### src/rtl/apb_master_if.sv
// Command/response port plus APB bus of the peripheral-bus initiator.
// The master modport is the initiator's view; slave is the view of whatever sits around it.
interface apb_master_if #(
    parameter int ADDR_W = 32,
    parameter int DATA_W = 32
);
    // Command side
    logic                  cmd_valid;
    logic                  cmd_ready;
    logic                  cmd_write;
    logic [ADDR_W-1:0]     cmd_addr;
    logic [DATA_W-1:0]     cmd_wdata;
    logic [DATA_W/8-1:0]   cmd_strb;

    // Response side
    logic                  rsp_valid;
    logic [DATA_W-1:0]     rsp_rdata;
    logic                  rsp_err;

    // APB bus
    logic [ADDR_W-1:0]     paddr;
    logic [DATA_W-1:0]     pwdata;
    logic                  pwrite;
    logic                  psel;
    logic                  penable;
    logic [DATA_W/8-1:0]   pstrb;
    logic [DATA_W-1:0]     prdata;
    logic                  pready;
    logic                  pslverr;

    modport master (
        input  cmd_valid, cmd_write, cmd_addr, cmd_wdata, cmd_strb,
        output cmd_ready,
        output rsp_valid, rsp_rdata, rsp_err,
        output paddr, pwdata, pwrite, psel, penable, pstrb,
        input  prdata, pready, pslverr
    );

    modport slave (
        output cmd_valid, cmd_write, cmd_addr, cmd_wdata, cmd_strb,
        input  cmd_ready,
        input  rsp_valid, rsp_rdata, rsp_err,
        input  paddr, pwdata, pwrite, psel, penable, pstrb,
        output prdata, pready, pslverr
    );
endinterface

### src/rtl/apb_master.sv
// APB initiator: turns single-beat valid/ready commands into SETUP/ACCESS transfers,
// honours PREADY/PSLVERR and aborts transfers stalled longer than TIMEOUT cycles.
module apb_master #(
    parameter int ADDR_W  = 32,
    parameter int DATA_W  = 32,
    parameter int TIMEOUT = 16,
    parameter int CNT_W   = 16
) (
    input  logic          clk,
    input  logic          rst,
    apb_master_if.master  bus
);

    localparam int STRB_W = DATA_W / 8;
    localparam bit TIMEOUT_EN = (TIMEOUT != 0);
    localparam logic [CNT_W-1:0] TIMEOUT_M1 = CNT_W'(TIMEOUT - 1);
    localparam logic [CNT_W-1:0] CNT_MAX    = {CNT_W{1'b1}};
    localparam logic [CNT_W-1:0] CNT_ONE    = {{(CNT_W-1){1'b0}}, 1'b1};

    typedef enum logic [1:0] {
        IDLE   = 2'd0,
        SETUP  = 2'd1,
        ACCESS = 2'd2
    } state_t;

    state_t              state_r;
    logic [CNT_W-1:0]    wait_cnt_r;
    logic [ADDR_W-1:0]   paddr_r;
    logic [DATA_W-1:0]   pwdata_r;
    logic                pwrite_r;
    logic [STRB_W-1:0]   pstrb_r;
    logic                psel_r;
    logic                penable_r;
    logic                rsp_valid_r;
    logic [DATA_W-1:0]   rsp_rdata_r;
    logic                rsp_err_r;

    logic                cmd_ready_s;
    logic                accept_s;
    logic                timeout_hit_s;

    assign cmd_ready_s   = (state_r == IDLE);
    assign accept_s      = bus.cmd_valid & cmd_ready_s;
    assign timeout_hit_s = TIMEOUT_EN && (wait_cnt_r == TIMEOUT_M1);

    // Transfer FSM with registered bus and response outputs
    always_ff @(posedge clk or posedge rst) begin
        if (rst) begin
            state_r     <= IDLE;
            wait_cnt_r  <= '0;
            paddr_r     <= '0;
            pwdata_r    <= '0;
            pwrite_r    <= 1'b0;
            pstrb_r     <= '0;
            psel_r      <= 1'b0;
            penable_r   <= 1'b0;
            rsp_valid_r <= 1'b0;
            rsp_rdata_r <= '0;
            rsp_err_r   <= 1'b0;
        end else begin
            rsp_valid_r <= 1'b0;
            case (state_r)
                IDLE: begin
                    penable_r <= 1'b0;
                    if (accept_s) begin
                        state_r    <= SETUP;
                        psel_r     <= 1'b1;
                        wait_cnt_r <= '0;
                        paddr_r    <= bus.cmd_addr;
                        pwdata_r   <= bus.cmd_wdata;
                        pwrite_r   <= bus.cmd_write;
                        // Reads never present strobes on the bus
                        pstrb_r    <= bus.cmd_write ? bus.cmd_strb : {STRB_W{1'b0}};
                    end else begin
                        psel_r <= 1'b0;
                    end
                end
                SETUP: begin
                    state_r   <= ACCESS;
                    psel_r    <= 1'b1;
                    penable_r <= 1'b1;
                end
                ACCESS: begin
                    if (bus.pready) begin
                        state_r     <= IDLE;
                        psel_r      <= 1'b0;
                        penable_r   <= 1'b0;
                        rsp_valid_r <= 1'b1;
                        rsp_err_r   <= bus.pslverr;
                        rsp_rdata_r <= (!pwrite_r && !bus.pslverr) ? bus.prdata : {DATA_W{1'b0}};
                    end else if (timeout_hit_s) begin
                        state_r     <= IDLE;
                        psel_r      <= 1'b0;
                        penable_r   <= 1'b0;
                        rsp_valid_r <= 1'b1;
                        rsp_err_r   <= 1'b1;
                        rsp_rdata_r <= '0;
                    end else if (wait_cnt_r != CNT_MAX) begin
                        wait_cnt_r <= wait_cnt_r + CNT_ONE;
                    end else begin
                        wait_cnt_r <= wait_cnt_r;
                    end
                end
                default: begin
                    state_r   <= IDLE;
                    psel_r    <= 1'b0;
                    penable_r <= 1'b0;
                end
            endcase
        end
    end

    assign bus.cmd_ready = cmd_ready_s;
    assign bus.paddr     = paddr_r;
    assign bus.pwdata    = pwdata_r;
    assign bus.pwrite    = pwrite_r;
    assign bus.pstrb     = pstrb_r;
    assign bus.psel      = psel_r;
    assign bus.penable   = penable_r;
    assign bus.rsp_valid = rsp_valid_r;
    assign bus.rsp_rdata = rsp_rdata_r;
    assign bus.rsp_err   = rsp_err_r;

endmodule

### src/flat_wrapper.sv
// flat-port wrapper written by rule: the top's interface ports become plain ports
module apb_master_flat 
#(
    parameter int ADDR_W  = 32,
    parameter int DATA_W  = 32,
    parameter int TIMEOUT = 16,
    parameter int CNT_W   = 16
)
  (clk, rst, bus_cmd_valid, bus_cmd_write, bus_cmd_addr, bus_cmd_wdata, bus_cmd_strb, bus_cmd_ready, bus_rsp_valid, bus_rsp_rdata, bus_rsp_err, bus_paddr, bus_pwdata, bus_pwrite, bus_psel, bus_penable, bus_pstrb, bus_prdata, bus_pready, bus_pslverr);
  apb_master_if #(.ADDR_W(ADDR_W), .DATA_W(DATA_W)) bus_i ();
  input  logic clk;
  input  logic rst;
  input wire logic [$bits(bus_i.cmd_valid)-1:0] bus_cmd_valid;
  input wire logic [$bits(bus_i.cmd_write)-1:0] bus_cmd_write;
  input wire logic [$bits(bus_i.cmd_addr)-1:0] bus_cmd_addr;
  input wire logic [$bits(bus_i.cmd_wdata)-1:0] bus_cmd_wdata;
  input wire logic [$bits(bus_i.cmd_strb)-1:0] bus_cmd_strb;
  output wire logic [$bits(bus_i.cmd_ready)-1:0] bus_cmd_ready;
  output wire logic [$bits(bus_i.rsp_valid)-1:0] bus_rsp_valid;
  output wire logic [$bits(bus_i.rsp_rdata)-1:0] bus_rsp_rdata;
  output wire logic [$bits(bus_i.rsp_err)-1:0] bus_rsp_err;
  output wire logic [$bits(bus_i.paddr)-1:0] bus_paddr;
  output wire logic [$bits(bus_i.pwdata)-1:0] bus_pwdata;
  output wire logic [$bits(bus_i.pwrite)-1:0] bus_pwrite;
  output wire logic [$bits(bus_i.psel)-1:0] bus_psel;
  output wire logic [$bits(bus_i.penable)-1:0] bus_penable;
  output wire logic [$bits(bus_i.pstrb)-1:0] bus_pstrb;
  input wire logic [$bits(bus_i.prdata)-1:0] bus_prdata;
  input wire logic [$bits(bus_i.pready)-1:0] bus_pready;
  input wire logic [$bits(bus_i.pslverr)-1:0] bus_pslverr;
  assign bus_i.cmd_valid = bus_cmd_valid;
  assign bus_i.cmd_write = bus_cmd_write;
  assign bus_i.cmd_addr = bus_cmd_addr;
  assign bus_i.cmd_wdata = bus_cmd_wdata;
  assign bus_i.cmd_strb = bus_cmd_strb;
  assign bus_cmd_ready = bus_i.cmd_ready;
  assign bus_rsp_valid = bus_i.rsp_valid;
  assign bus_rsp_rdata = bus_i.rsp_rdata;
  assign bus_rsp_err = bus_i.rsp_err;
  assign bus_paddr = bus_i.paddr;
  assign bus_pwdata = bus_i.pwdata;
  assign bus_pwrite = bus_i.pwrite;
  assign bus_psel = bus_i.psel;
  assign bus_penable = bus_i.penable;
  assign bus_pstrb = bus_i.pstrb;
  assign bus_i.prdata = bus_prdata;
  assign bus_i.pready = bus_pready;
  assign bus_i.pslverr = bus_pslverr;
  apb_master #(.ADDR_W(ADDR_W), .DATA_W(DATA_W), .TIMEOUT(TIMEOUT), .CNT_W(CNT_W)) u_core (.clk(clk), .rst(rst), .bus(bus_i));
endmodule
### config.mk
export PLATFORM = sky130hd
export DESIGN_NAME = apb_master_flat
export DESIGN_NICKNAME = d
export VERILOG_FILES = /design/src/rtl/apb_master_if.sv /design/src/rtl/apb_master.sv /design/src/flat_wrapper.sv
export SDC_FILE = /design/constraint.sdc
export NUM_CORES = 1
export LEC_CHECK = 0
export CORE_AREA = 5 5 104 116
export CTS_BUF_LIST = sky130_fd_sc_hd__clkbuf_8
export DETAILED_ROUTE_END_ITERATION = 10
export DIE_AREA = 0 0 109 121
export PLACE_DENSITY_LB_ADDON = 0.2
export SLEW_MARGIN = 15
export SYNTH_ARGS = -nofsm -noshare
export SYNTH_HDL_FRONTEND = slang
export SYNTH_SLANG_ARGS = --single-unit
### constraint.sdc
create_clock -name clk -period 11 [get_ports clk]
set_input_delay 2.75 -clock clk [delete_from_list [all_inputs] [get_ports clk]]
set_output_delay 2.75 -clock clk [all_outputs]
set_load 0.02 [all_outputs]
==> results.md <==
* Maximum buffer depth of the clock tree at 2
* Hold Path Class: flop to flop
* CTS Buf Count at 17
* Worst vdd ir at roughly 0.18 mV
* Final Hold Viols at 0
* Remaining routing DRC violations at 0
* Clock skew at approximately 0.014 ns
* Cts hold-fix bufs at 0
* Die extent in x at 109 um
* TritonRoute pass-1 iters at 7
* Hold Crit Depth at 2
* Fin Setup TNS at 0 ns
* Initial Util at between 40% and 50%
* Core Area at about 11,000 um^2
* Placer congestion estimate at between 0.8 and 0.9
* Clock transition at path regs at roughly 0.07 ns
* Final Hold Slack at approximately 0.47 ns
* Placement Rows at 40
* ANT cells at 0
* Vias at between 4,000 and 5,000
* Clock root cell: clkbuf_8
* Overall power at around 2.2 mW
* Post-synthesis sequential area ratio at between 60% and 70%
* CTS Sinks at 123
* Max-slew violation total from the final report at 0
* Post-cts resize count at 0
* Synth Register Bits at 123
* Ys flop type: dfrtp_1
* Max Freq at between 150 and 200 MHz
* EDFF count, synth at 0
* Leakage at 3.54 nW
* Max cap viols at 0
* Hpwl dp at around 10 mm
* Slew @ Worst Pin at roughly 1.1 ns
* Initial antenna violation count at 0
* Ys async rst share at 100%
* Grt total ovfl at 0
* Ports at roughly 210
* Clk_lat worst skew at about 0.43 ns
* Final WL at 14.6 mm
* Syn_area_per_cell at around 10 um^2
* Warnings, synthesis at 0
* Outcome: complete, no violations
* Largest net degree at the start of global routing at 72
* Final WS setup at 5.24 ns
* Startpoint Class: primary input
* Commonest non-fill, non-tap cell in the layout: nand2_1
* Area Growth Syn to Fin at 53.3%
* Worst EP arrival at 6.07 ns
* Share of cells above drive strength 1 at under 10%
* Most frequent cells in the layout: nand2_1 (217), clkdlybuf4s50_1 (211), dfrtp_1 (123)
* Post-layout nets at around 810
* Crit. End Element: flop
* Post-Syn Instances at about 500
* P per Cell Area at around 290 nW/um^2
* Die ar. at approximately 13,000 um^2
* RSZ-0062 raised after global routing: false
* Post-CTS setup buffer count at 0
* Pre-CTS WS at 5.25 ns
* 1st-iter DRT viols at approximately 280
* CP Max Fanout at between 70 and 80
* Synth Cell Area at just under 5000 um^2
* Max-slew headroom at 27.5%
* Vias per inst at about 5
* Final Cycle Share at a little over half
* Routed Antenna Nets at 0
* Post-synth cell types at 39
* Syn nets at around 600
* Die height at 121 um
* Fin crit period at about 5.8 ns
* FF-to-FF path depth at 7
* CTS tree: built
* IO Port Bufs at between 200 and 250
* H-tree levels at 4
* WP data required at 11.32 ns
* Vias in the first global route at between 4,000 and 5,000
* First-pass GRT wire length at 23.1 mm
* Critical path class: primary input to flop
* GRT Total Usage at 22.8%
* Routed wire length per instance at 16.9 um
* Setup violations, final at 0
[through the flow]
stage	instance area, um^2	std cells	utilization [%]
after detailed placement	7130	830	66.2
after global routing	7550	861	70.2
after CTS	7550	861	70.2
after global placement	7120	830	66.2
after floorplan	4930	494	-
final	7550	861	70.2
[sequential cells by signal, indices dropped and copies added, names as in the netlist]
signal                cells
u_core.bus.pwrite         1
u_core.bus.pstrb          4
u_core.bus.psel           1
u_core.bus.penable        1
u_core.wait_cnt_r        16
u_core.bus.paddr         32
u_core.state_r            2
u_core.bus.rsp_rdata     32
u_core.bus.rsp_err        1
u_core.bus.rsp_valid      1
u_core.bus.pwdata        32
[power by group]
group          internal [mW]  total [mW]  switching (mW)
Combinational          0.455       0.988           0.533
Clock                  0.260       0.428           0.168
Sequential             0.642       0.756           0.114
[synth_stat cells (3+ instances only)]
cell,number,share of area (%)
and3_1,4,0.51
dfrtp_1,123,62
nand3_1,11,1.1
nor2_1,6,0.46
inv_1,4,0.30
a21oi_1,8,0.81
o21ai_1,9,0.91
o41ai_1,4,0.71
nand2_1,218,17
nand2b_1,4,0.51
buf_6,4,0.91
o21ai_0,6,0.61
and4_1,4,0.71
nand4_1,6,0.76
nor4_2,3,0.76
buf_2,6,0.61
clkbuf_1,14,1.1
a22o_1,32,5.7
[final timing paths]
| kind | start | end | slack (ns) |
|---|---|---|---|
| max reg2reg | u_core.state_r[1]$_DFFE_PP0P_ | u_core.wait_cnt_r[15]$_DFFE_PP0P_ | 7.52 |
| min in group asynchronous | rst | u_core.bus.rsp_rdata[9]$_DFFE_PP0P_ | 2.83 |
| min | u_core.bus.pwdata[17]$_DFFE_PP0P_ | u_core.bus.pwdata[17]$_DFFE_PP0P_ | 0.47 |
| min reg2reg | u_core.bus.pwdata[17]$_DFFE_PP0P_ | u_core.bus.pwdata[17]$_DFFE_PP0P_ | 0.47 |
| max | bus_cmd_valid | u_core.wait_cnt_r[15]$_DFFE_PP0P_ | 5.24 |
| max in group asynchronous | rst | u_core.bus.paddr[15]$_DFFE_PP0P_ | 6.86 |
[final cells by class]
cell class,count,area [um^2]
fillers,798,3210
flip-flops and latches,123,3080
repair buffers,213,2130
multi-input cells,341,1710
clock buffers,20,275
well taps,147,184
clock inverters,11,151
inverters,6,26.3
[routing by layer]
layer  share of wire, %  global-route usage [%]  wire (um)  vias to the layer above
li1                   -                       -          -                     2067
met3                 11                    10.8       1620                       29
met1                 37                    26.2       5420                     2064
met2                 49                    37.0       7210                      199
met5                  0                       0          0                        -
met4                2.1                    7.89        312                        0
[logic make-up after synthesis]
logic type,count (synthesis),synth area share (%)
DFF,123,62.5
AOI/OAI and AO/OA,72,11.0
adders and majority gates,1,0.254
and+or+nand+nor,267,23.0
buffers and inverters,30,3.05
muxes,1,0.203
[worst max-delay path, stage by stage]
cell and delay [ns]:
clkdlybuf4s50_1 0.43, nand2_2 0.06, buf_4 0.55, clkinv_2 0.93
a21oi_2 0.94, nor3_1 0.14, o22a_1 0.22
No activity file was read; power rests on OpenSTA's default activity.
